File: src/rtl/piano_pkg.sv
// Shared piano definitions: clocking, note count and the per-key debounce state encoding.
package piano_pkg;

    localparam int CLK_HZ              = 50_000_000;
    localparam int DEBOUNCE_MS         = 10;
    localparam int NUM_NOTES           = 7;
    localparam int DEBOUNCE_CYCLES_DEF = (CLK_HZ / 1000) * DEBOUNCE_MS;

    typedef enum logic [1:0] {
        IDLE    = 2'd0,
        ARM_ON  = 2'd1,
        ON      = 2'd2,
        ARM_OFF = 2'd3
    } ch_state_t;

    // Width of a key index; never narrower than one bit.
    function automatic int idx_width(input int n);
        return (n > 1) ? $clog2(n) : 1;
    endfunction

endpackage

File: src/rtl/light_key_debounce_if.sv
// Sensor-in / clean-key-out bundle between the light sensors and the tone/display logic.
interface light_key_debounce_if
    import piano_pkg::*;
#(
    parameter int NUM_KEYS = NUM_NOTES,
    parameter int IDX_W    = idx_width(NUM_KEYS)
);
    logic [NUM_KEYS-1:0] light;
    logic [NUM_KEYS-1:0] key_level;
    logic [NUM_KEYS-1:0] key_press;
    logic [NUM_KEYS-1:0] key_release;
    logic [IDX_W-1:0]    active_idx;
    logic                any_active;

    modport master (
        output light,
        input  key_level, key_press, key_release, active_idx, any_active
    );

    modport slave (
        input  light,
        output key_level, key_press, key_release, active_idx, any_active
    );
endinterface

File: src/rtl/key_debounce_ch.sv
// One key channel: two-flop synchroniser followed by a counting debounce FSM.
module key_debounce_ch
    import piano_pkg::*;
#(
    parameter int DEBOUNCE_CYCLES = DEBOUNCE_CYCLES_DEF,
    parameter int CNT_W           = $clog2(DEBOUNCE_CYCLES + 1)
) (
    input  logic clk,
    input  logic rst,
    input  logic light,
    output logic key_level,
    output logic key_press,
    output logic key_release
);
    localparam logic [CNT_W-1:0] CNT_LAST = CNT_W'(DEBOUNCE_CYCLES - 1);
    localparam logic [CNT_W-1:0] CNT_ONE  = CNT_W'(1);

    logic             sync1_r, sync2_r;
    ch_state_t        state_r, state_s;
    logic [CNT_W-1:0] cnt_r, cnt_s;
    logic             level_r, level_s;
    logic             press_r, press_s;
    logic             release_r, release_s;

    // Synchroniser for the asynchronous sensor input.
    always_ff @(posedge clk) begin
        if (rst) begin
            sync1_r <= 1'b0;
            sync2_r <= 1'b0;
        end else begin
            sync1_r <= light;
            sync2_r <= sync1_r;
        end
    end

    // FSM, counter and output registers.
    always_ff @(posedge clk) begin
        if (rst) begin
            state_r   <= IDLE;
            cnt_r     <= '0;
            level_r   <= 1'b0;
            press_r   <= 1'b0;
            release_r <= 1'b0;
        end else begin
            state_r   <= state_s;
            cnt_r     <= cnt_s;
            level_r   <= level_s;
            press_r   <= press_s;
            release_r <= release_s;
        end
    end

    // Next-state logic; the counter holds at CNT_LAST once a level is accepted.
    always_comb begin
        state_s   = state_r;
        cnt_s     = cnt_r;
        level_s   = level_r;
        press_s   = 1'b0;
        release_s = 1'b0;
        case (state_r)
            IDLE: begin
                if (sync2_r) begin
                    state_s = ARM_ON;
                    cnt_s   = '0;
                end else begin
                    state_s = IDLE;
                end
            end
            ARM_ON: begin
                if (!sync2_r) begin
                    state_s = IDLE;
                    cnt_s   = '0;
                end else if (cnt_r == CNT_LAST) begin
                    state_s = ON;
                    level_s = 1'b1;
                    press_s = 1'b1;
                end else begin
                    cnt_s = cnt_r + CNT_ONE;
                end
            end
            ON: begin
                if (!sync2_r) begin
                    state_s = ARM_OFF;
                    cnt_s   = '0;
                end else begin
                    state_s = ON;
                end
            end
            ARM_OFF: begin
                if (sync2_r) begin
                    state_s = ON;
                    cnt_s   = '0;
                end else if (cnt_r == CNT_LAST) begin
                    state_s   = IDLE;
                    level_s   = 1'b0;
                    release_s = 1'b1;
                end else begin
                    cnt_s = cnt_r + CNT_ONE;
                end
            end
            default: begin
                state_s = IDLE;
                cnt_s   = '0;
                level_s = 1'b0;
            end
        endcase
    end

    assign key_level   = level_r;
    assign key_press   = press_r;
    assign key_release = release_r;

endmodule

File: src/rtl/light_key_debounce.sv
// Debounces all light-sensor keys and reports the lowest active key, registered behind key_level.
module light_key_debounce
    import piano_pkg::*;
#(
    parameter int NUM_KEYS        = NUM_NOTES,
    parameter int DEBOUNCE_CYCLES = DEBOUNCE_CYCLES_DEF
) (
    input  logic                 clk,
    input  logic                 rst,
    light_key_debounce_if.slave  bus
);
    localparam int CNT_W = $clog2(DEBOUNCE_CYCLES + 1);
    localparam int IDX_W = idx_width(NUM_KEYS);

    logic [NUM_KEYS-1:0] level_s;
    logic [NUM_KEYS-1:0] press_s;
    logic [NUM_KEYS-1:0] release_s;
    logic [IDX_W-1:0]    idx_s, idx_r;
    logic                any_s, any_r;

    for (genvar k = 0; k < NUM_KEYS; k++) begin : g_ch
        key_debounce_ch #(
            .DEBOUNCE_CYCLES (DEBOUNCE_CYCLES),
            .CNT_W           (CNT_W)
        ) u_ch (
            .clk         (clk),
            .rst         (rst),
            .light       (bus.light[k]),
            .key_level   (level_s[k]),
            .key_press   (press_s[k]),
            .key_release (release_s[k])
        );
    end

    // Lowest-index priority encode; scanning downward lets the lowest set bit win.
    always_comb begin
        idx_s = '0;
        any_s = |level_s;
        for (int i = NUM_KEYS - 1; i >= 0; i--) begin
            if (level_s[i]) begin
                idx_s = IDX_W'(i);
            end else begin
                idx_s = idx_s;
            end
        end
    end

    // Encoder output registers.
    always_ff @(posedge clk) begin
        if (rst) begin
            idx_r <= '0;
            any_r <= 1'b0;
        end else begin
            idx_r <= idx_s;
            any_r <= any_s;
        end
    end

    assign bus.key_level   = level_s;
    assign bus.key_press   = press_s;
    assign bus.key_release = release_s;
    assign bus.active_idx  = idx_r;
    assign bus.any_active  = any_r;

endmodule

File: src/flat_wrapper.sv
// flat-port wrapper written by rule: the top's interface ports become plain ports
module light_key_debounce_flat import piano_pkg::*;
#(
    parameter int NUM_KEYS        = NUM_NOTES,
    parameter int DEBOUNCE_CYCLES = DEBOUNCE_CYCLES_DEF
)
  (clk, rst, bus_light, bus_key_level, bus_key_press, bus_key_release, bus_active_idx, bus_any_active);
  light_key_debounce_if #(.NUM_KEYS(NUM_KEYS)) bus_i ();
  input  logic clk;
  input  logic rst;
  input wire logic [$bits(bus_i.light)-1:0] bus_light;
  output wire logic [$bits(bus_i.key_level)-1:0] bus_key_level;
  output wire logic [$bits(bus_i.key_press)-1:0] bus_key_press;
  output wire logic [$bits(bus_i.key_release)-1:0] bus_key_release;
  output wire logic [$bits(bus_i.active_idx)-1:0] bus_active_idx;
  output wire logic [$bits(bus_i.any_active)-1:0] bus_any_active;
  assign bus_i.light = bus_light;
  assign bus_key_level = bus_i.key_level;
  assign bus_key_press = bus_i.key_press;
  assign bus_key_release = bus_i.key_release;
  assign bus_active_idx = bus_i.active_idx;
  assign bus_any_active = bus_i.any_active;
  light_key_debounce #(.NUM_KEYS(NUM_KEYS), .DEBOUNCE_CYCLES(DEBOUNCE_CYCLES)) u_core (.clk(clk), .rst(rst), .bus(bus_i));
endmodule
File: config.mk
export PLATFORM = sky130hd
export DESIGN_NAME = light_key_debounce_flat
export DESIGN_NICKNAME = d
export VERILOG_FILES = /design/src/rtl/piano_pkg.sv /design/src/rtl/light_key_debounce_if.sv /design/src/rtl/key_debounce_ch.sv /design/src/rtl/light_key_debounce.sv /design/src/flat_wrapper.sv
export SDC_FILE = /design/constraint.sdc
export NUM_CORES = 1
export LEC_CHECK = 0
export ABC_AREA = 1
export CORE_ASPECT_RATIO = 0.9
export CORE_MARGIN = 2
export CORE_UTILIZATION = 45
export DETAILED_ROUTE_END_ITERATION = 12
export PLACE_DENSITY_LB_ADDON = 0.1
export SLEW_MARGIN = 25
export SYNTH_ARGS = -nofsm -noshare
export SYNTH_HDL_FRONTEND = slang
export SYNTH_SLANG_ARGS = --single-unit
File: constraint.sdc
create_clock -name clk -period 4.1 [get_ports clk]
set_input_delay 0.82 -clock clk [delete_from_list [all_inputs] [get_ports clk]]
set_output_delay 0.82 -clock clk [all_outputs]
set_load 0.01 [all_outputs]
# Word-level counts from Yosys, hierarchy flattened
# Index checks and enable logic that the tools add are counted.
[op_classes]
n_addsub = 7
n_eq_ne = 84
mux = 139
bitwise_logic = 21
n_reduce_logical = 53
[ops]
columns = ["cell", "count"]
rows = [
  ["$mux 19", 35],
  ["$pmux 19 s4", 7],
  ["$add 19x1->19 const B", 7],
  ["$eq 19x19->1 const B", 7],
  ["$ne 2x2->1 const B", 42],
  ["$mux 2", 30],
  ["$pmux 2 s4", 7],
  ["$mux 1", 50],
  ["$reduce_or 3->1", 15],
  ["$ne 3x3->1 const B", 14],
  ["$reduce_and 5->1", 7],
  ["$eq 2x2->1 const B", 14],
  ["$reduce_and 2->1", 14],
  ["$not 1->1", 21],
  ["$eq 2x1->1 const B", 7],
  ["$logic_not 2->1", 7],
  ["$pmux 1 s2", 7],
  ["$reduce_bool 2->1", 7],
  ["$mux 3", 3],
  ["$reduce_or 7->1", 1],
  ["$reduce_or 5->1", 1],
  ["$reduce_or 2->1", 1],
]
[word_totals]
register_bits = 186
input_bits = 9
out_inout_bits = 25
wordCells = 357

# Depth between registers and ports, before layout
# Gate-level depths: netlist of the first run.
[depth]
ltp_word = 6
mapped_depth = 11
depth_no_buf = 11

# Modules after synthesis
# A second synthesis of the first run with hierarchy kept.
[hier_totals]
cells_unflattened = 1671
area_unflattened_um2 = 11220.8
[modules_own_cells]
columns = ["mod", "n_inst", "cells_per_inst", "area_per_inst_um2", "seq_area_each_um2"]
rows = [
  ["key_debounce_ch at u_core.g_ch[1].u_ch ...", 5, 235, 1571.5, 520.5],
  ["key_debounce_ch at u_core.g_ch[6].u_ch", 1, 237, 1635.3, 520.5],
  ["key_debounce_ch at u_core.g_ch[0].u_ch", 1, 233, 1549.0, 520.5],
  ["light_key_debounce", 1, 26, 178.9, 80.1],
]

# Worst setup path before layout of the first run
# No wires, ideal clock.
[synth_path]
kind = "input-to-reg"
startpoint = "input port rst"
endpoint = "register with a tool-made name"
setup_time_ns = 0.070
t_arrival_ns = 1.733
required_ns = 4.030
path_slack_ns = 2.297
stages = 6
path_cell_list = "buf_2 > inv_1 > buf_4 > buf_2 > o21ai_0 > a21oi_1"
[synth_rtl]
columns = ["element", "line", "source"]
rows = [
  ["start: declaration", "flat_wrapper.sv:10", "input logic rst;"],
]

# Worst setup path after layout of the first run
[layout_path]
startpoint = "register u_core.g_ch[4].u_ch.level_r"
endpoint = "output port bus_key_level[4]"
[layout_rtl]
columns = ["element", "line", "source"]
rows = [
  ["start: declaration", "key_debounce_ch.sv:21", "logic level_r, level_s;"],
  ["start signal: assignment", "key_debounce_ch.sv:47", "level_r <= level_s;"],
  ["end: declaration", "flat_wrapper.sv:12", "output wire logic [$bits(bus_i.key_level)-1:0] bus_key_level;"],
]
# No word-level cell between the ends.

==> out/results.ini, run 1 <==
[route]
drt-vias-per-instance=5.13
ant_nets=0
remaining_drc_errors=0
wire_per_inst_um=13.0
drt_iter0_drc=765
detail_route.first_pass.iterations=6
via_count=9860
finalWirelength_um=25000

[worst_setup_path]
critical_path.cell_chain=clkdlybuf4s50_1
cp_max_fo=5
timing.critical_path.depth=1
cp_slowest_cell=clkdlybuf4s50_1
critPathCapture=bus_key_level[4]
critical_path_required_ns=3.28
cp.arrival_ns=1.57
critical_path.reg2reg.startpoint=u_core.g_ch[4].u_ch.cnt_r[0]
worstSetupStartpoint=u_core.g_ch[4].u_ch.key_level
setup.worst_path.class=reg2out
timing.critical_path.max_delay_family=buffers and inverters
r2r_slack_ns=2.14
critPathBufInv=1
rr_endpoint=u_core.g_ch[4].u_ch.cnt_r[2]
worst-r2r-cell-count=8
critical_path.max_stage_delay_ns=0.61
start_kind=flip-flop
crit_path_end_kind=primary output

[die]
io_pins=34
rows=52
chip_width_um=164
placeable_core_region_mm2=0.0226
start_util=0.460
die_height_um=148
dieArea_mm2=0.0243

[clock_tree]
cts_repair_resize_count=0
postCtsHoldBufs=0
clock_insertion_delay_worst_skew_ns=0.44
h-tree-depth=4
cts_root_buffer=clkbuf_16
tritoncts=yes
cts-root-to-sink-buffers=2
cts.repair_timing.setup_buffer_count=0
cts_buffers=17
cts.sink_count=186
clkSlewWorstSetupHoldPaths_ns=0.07

[synth]
avgSynthCellArea_um2=6.47
syn_area_mm2=0.0104
synth_mux_area_frac=0
postSynthCellCount=1606
synth_top_family_by_area=simple AND/OR/NAND/NOR gates
synthDistinctLibCells=50
synth-seq-area-share=0.358
yosys.area.top_type=dfxtp_1
yosys.area_share.simple=0.403
synth-seq-cells=186
yosys.area_share.adder=0.00843
netlist.area_leader.share=0.358
synth_area_leaders=dfxtp_1 (36%), nand2_1 (13%), nor2_1 (8.6%)
synth_compound_area_frac=0.0971
synth-main-ff-cell=dfxtp_1
async_reset_ff_frac=0
count_of_flip_flops_with_a_built_in_enable_after_synthesis=0
yosys.area_share.xor_xnor=0.0201
ys.warnings.count=0
synth_nets=1622

[global_route]
grt_pass1_wl_um=42700
grt_overflow=0
groute.usage.overall=0.213
use_met3=0.0301
use_met1=0.306
grt_busiest_layer=met2
vias_in_the_first_global_route=8891
grtUsageMet2=0.330
grt_max_degree=87
antenna_found_initial=0

[cells_and_area]
stdcell_count=1923
nets=1629
final_area_mm2=0.0114
antenna_cells=0
area_growth_pct=9.77
final_core_density=0.505
fraction_of_final_layout_cells_with_drive_strength_greater_than_1=0.0603

[timing]
setup_repair_after_global_routing_missed_its_margin=false
relSlewSlack=0.349
period_share=0.584
timing.final.ws_setup_ns=1.71
finalSetupTns_ns=0
setup_viol=0
final-hold-violation-count=0
max_freq_mhz=418
worst_slew_pin_slew_ns=0.977
layout_min_cycle_time_ns=2.39
fin_skew_ns=0.0107
min_hold_slack_ns=0.400
timing_max_transition_violations_final=0

[place]
globalplace.congestion=0.909
number_of_placed_cells_counting_well_taps=1891
io_buffers=33
detailed_place.area_mm2=0.0108
place_hpwl_um=18300
dp_slack_ns=1.83

[worst_hold_path]
holdCritPathClass=reg2reg

[pwr]
vdd.ir_drop.worst_uv=250
power.total_mw=3.60
power_per_cell_area_mw_per_mm2=315
power_leakage_nw=4.09

[job]
cap_violations=0

[status]
run_status=finished clean

synth_stat cells, types with 2 or more instances:
library cell	count
nand2_1	348
nor2_1	238
inv_1	222
dfxtp_1	186
nand3_1	158
a21oi_1	102
nand4_1	73
nor3_1	47
o21ai_0	44
buf_4	23
xor2_1	21
buf_2	12
nor2_2	12
inv_2	10
clkbuf_1	9
nor2_4	9
ha_1	7
nand2_2	7
nor4_1	7
nand3b_1	6
o21bai_1	6
nand3_2	5
nor3b_1	5
o21ai_2	5
o21ai_1	4
o22ai_1	4
a211oi_1	3
or2_2	3
a21o_1	2
a31oi_1	2
buf_6	2
nor3_2	2
o211ai_1	2
o21a_1	2
o31ai_1	2
or2_1	2
layer usage:
layer,share of wire,up-vias
met4,0.019,0
met5,0,-
met1,0.51,4413
met3,0.037,36
li1,-,5211
met2,0.44,200
how the worst min path moves through the flow:
stage                                      from                           to  slack [ns]  cells past startpoint
finish              u_core.g_ch[6].u_ch.sync1_r  u_core.g_ch[6].u_ch.sync2_r        0.40                      2
global route        u_core.g_ch[4].u_ch.sync1_r  u_core.g_ch[4].u_ch.sync2_r        0.44                      2
CTS                 u_core.g_ch[4].u_ch.sync1_r  u_core.g_ch[4].u_ch.sync2_r        0.40                      2
detailed placement  u_core.g_ch[4].u_ch.sync1_r  u_core.g_ch[4].u_ch.sync2_r        0.40                      2
global placement    u_core.g_ch[6].u_ch.sync1_r  u_core.g_ch[6].u_ch.sync2_r        0.39                      2
floorplan           u_core.g_ch[0].u_ch.sync1_r  u_core.g_ch[0].u_ch.sync2_r        0.39                      2
cell families after synthesis:
logic type / count (synthesis)
AO/OA/AOI/OAI: 182
buffers and inverters: 282
XOR/XNOR: 23
flip-flops: 186
adder cells (fa/ha/maj): 7
AND/OR/NAND/NOR: 926
registers in the layout, summed over array words and instances, names as in the netlist, named ones only:
signal and flops:
u_core.g_ch.u_ch.cnt_r 133, u_core.g_ch.u_ch.key_level 7, u_core.g_ch.u_ch.key_press 7, u_core.g_ch.u_ch.key_release 7, u_core.g_ch.u_ch.state_r 7, u_core.g_ch.u_ch.sync1_r 7
u_core.g_ch.u_ch.sync2_r 7, u_core.bus.active_idx 3, u_core.bus.any_active 1
cells in the final DEF, fill, tap and decap left out, types with 9 or more instances in the layout:
master,count
a21oi_1,102
clkbuf_16,17
clkdlybuf4s50_1,32
dfxtp_1,186
inv_1,222
inv_2,10
nand2_1,348
nand3_1,158
nand4_1,73
nor2_1,237
nor2_2,13
nor2_4,9
nor3_1,47
o21ai_0,44
xor2_1,21
report_power, final:
| part | internal (mW) | leakage (nW) | switching (mW) | total (mW) |
|---|---|---|---|---|
| Combinational | 0.0342 | 2.30 | 0.0899 | 0.124 |
| Sequential | 1.82 | 1.50 | 0.0118 | 1.83 |
| Clock | 0.931 | 0.291 | 0.712 | 1.64 |
| Total | 2.78 | 4.09 | 0.814 | 3.60 |
final cells by class:
cell class	instances	area, um^2
fillers	2276	11200
multi-input cells	1138	5490
flip-flops and latches	186	3720
inverters	235	886
clock buffers	21	460
well taps	297	372
repair buffers	35	355
clock inverters	11	120
No activity file was read; power rests on OpenSTA's default activity.
==> run 2: changes to the inputs <==
- clock period: 4.1 -> 2 ns (I/O delays scaled with it)
==> run 2 against run 1 <==
- combinational power grew 120%
- non-clock buffer count grew 19
- setup slack worse by 1.5 ns
- critical path depth is the same
- wire length down 0.48%
- clock-buffer cell count unchanged
- power grew 110%
- highest routed layer unchanged
- critical endpoint is now bus_key_level[5]
- critical path type unchanged
==> out/results.ini, run 2 (same netlist as run 1, synthesis figures left out) <==
[die]
start_util=0.460
io_pins=34
die_height_um=148
placeable_core_region_mm2=0.0226
dieArea_mm2=0.0243
rows=52
chip_width_um=164

[global_route]
groute.usage.overall=0.214
grt_max_degree=87
vias_in_the_first_global_route=8974
antenna_found_initial=0
grt_overflow=0
grt_pass1_wl_um=43100

[route]
drt_iter0_drc=750
remaining_drc_errors=0
wire_per_inst_um=12.8
detail_route.first_pass.iterations=6
via_count=9878
ant_nets=0
drt-vias-per-instance=5.09
finalWirelength_um=24900

[clock_tree]
cts_buffers=17
cts.sink_count=186
tritoncts=yes
clkSlewWorstSetupHoldPaths_ns=0.07
cts_root_buffer=clkbuf_16
cts-root-to-sink-buffers=2
h-tree-depth=4
clock_insertion_delay_worst_skew_ns=0.43

[cells_and_area]
antenna_cells=0
layout.cells.most_common_list=nand2_1 (348), nor2_1 (237), inv_1 (222), dfxtp_1 (186), nand3_1 (158)
fraction_of_final_layout_cells_with_drive_strength_greater_than_1=0.0717
top_register=u_core.g_ch.u_ch.cnt_r
fillers=2317
mostFrequentLayoutCell=nand2_1
stdcell_count=1942
nets=1648
multi_input_area_mm2=0.00550
final_area_mm2=0.0116
largest_register_ffs=133
area_growth_pct=11.3
ff_latch_area_mm2=0.00372

[job]
cap_violations=0

[pwr]
power_per_cell_area_mw_per_mm2=638
vdd.ir_drop.worst_uv=407
power_leakage_nw=4.18

[place]
number_of_placed_cells_counting_well_taps=1908
place_hpwl_um=18500
dp_slack_ns=0.204
io_buffers=33
globalplace.congestion=0.928
detailed_place.area_mm2=0.0110

[worst_setup_path]
critical_path.reg2reg.startpoint=u_core.g_ch[4].u_ch.cnt_r[0]
r2r_slack_ns=0.21
cp.arrival_ns=1.43
start_kind=flip-flop
critical_path.cell_chain=clkdlybuf4s50_1
setup.worst_path.class=reg2out
cp_slowest_cell=clkdlybuf4s50_1
critical_path.max_stage_delay_ns=0.58
critPathBufInv=1
crit_path_end_kind=primary output
worst-r2r-cell-count=8
critical_path_required_ns=1.60
timing.critical_path.max_delay_family=buffers and inverters
rr_endpoint=u_core.g_ch[4].u_ch.cnt_r[11]
cp_max_fo=4

[timing]
final-hold-violation-count=0
period_share=0.917
setup_repair_after_global_routing_missed_its_margin=false
relSlewSlack=0.694
worst_slew_pin_slew_ns=0.459
finalSetupTns_ns=0
timing_max_transition_violations_final=0
timing.final.ws_setup_ns=0.166
layout_min_cycle_time_ns=1.83
max_freq_mhz=545
fin_skew_ns=0.0131
setup_viol=0

[status]
run_status=finished clean

[worst_hold_path]
hold_path_end=u_core.g_ch[6].u_ch.sync2_r
hold_path.startpoint=u_core.g_ch[6].u_ch.sync1_r
worst_hold_path.num_cells=2
holdCritPathClass=reg2reg

==> run 2: changes by cell type in the layout (fill, tap and decap cells not counted), sizes merged <==
cell,delta
buf,+19
clkinvlp,+3
clkinv,-3
==> run 2: final cells by class <==
type	instances	share of cell area
clock buffers	21	0.0398
clock inverters	11	0.0104
inverters	235	0.0766
multi-input cells	1138	0.475
flip-flops and latches	186	0.322
well taps	297	0.0321
repair buffers	54	0.0441
==> run 2: how the worst max path moves through the flow <==
stage	from	to	slack, ns	cells after the start
global placement	u_core.g_ch[4].u_ch.cnt_r[0]	u_core.g_ch[4].u_ch.cnt_r[2]	0.26	8
finish	u_core.g_ch[5].u_ch.key_level	bus_key_level[5]	0.17	1
floorplan	u_core.g_ch[4].u_ch.cnt_r[0]	u_core.g_ch[4].u_ch.cnt_r[2]	0.46	8
CTS	u_core.g_ch[6].u_ch.key_level	bus_key_level[6]	0.12	1
detailed placement	u_core.g_ch[4].u_ch.cnt_r[0]	u_core.g_ch[4].u_ch.cnt_r[2]	0.20	8
global route	u_core.g_ch[4].u_ch.cnt_r[0]	u_core.g_ch[4].u_ch.cnt_r[2]	0.008	8
==> run 2: tightest hold or removal path, delay by kind of cell, from the launching register on <==
| kind | cells | cell delay (ns) |
|---|---|---|
| buffers and inverters | 1 | 0.04 |
| AND/OR/NAND/NOR | 1 | 0.03 |
| flip-flops | 1 | 0.30 |
==> run 2: report_power, final <==
group	leakage, nW	internal (mW)	total, mW	switching (mW)
Clock	0.279	1.91	3.36	1.45
Sequential	1.50	3.72	3.75	0.0203
Combinational	2.40	0.0822	0.273	0.191
Total	4.18	5.71	7.38	1.67
==> run 2: through the flow <==
step / utilization / hold WS, ns / total power [mW]
after floorplan: - / 0.388 / 4.01
after global placement: 0.486 / 0.393 / 4.10
after detailed placement: 0.486 / 0.396 / 4.11
after CTS: 0.511 / 0.406 / 7.47
after global routing: 0.512 / 0.429 / 7.66
final: 0.512 / 0.400 / 7.38
==> run 2: metal layers <==
| metal | track usage | up-vias | part of all wire | wire (um) |
|---|---|---|---|---|
| li1 | - | 5238 | - | - |
| met1 | 0.307 | 4385 | 0.51 | 12600 |
| met2 | 0.333 | 236 | 0.43 | 10800 |
| met3 | 0.0388 | 19 | 0.049 | 1220 |
| met4 | 0.0469 | 0 | 0.011 | 281 |
| met5 | 0 | - | 0 | 0 |
==> run 2: what timing repair did <==
action                                 in CTS  in global routing
endpoints found under the hold margin       0                  0
setup endpoints to repair                   0                  3
resized for setup                           0                  2
hold buffers                                0                  0
buffers inserted                            0                  2
==> run 3: changes to the inputs <==
- CTS_CLUSTER_SIZE: not set -> 16
- SLEW_MARGIN: 25 -> 10
==> results of run 3 <==
Final layout, timing and power as in run 2 (identical DEF).
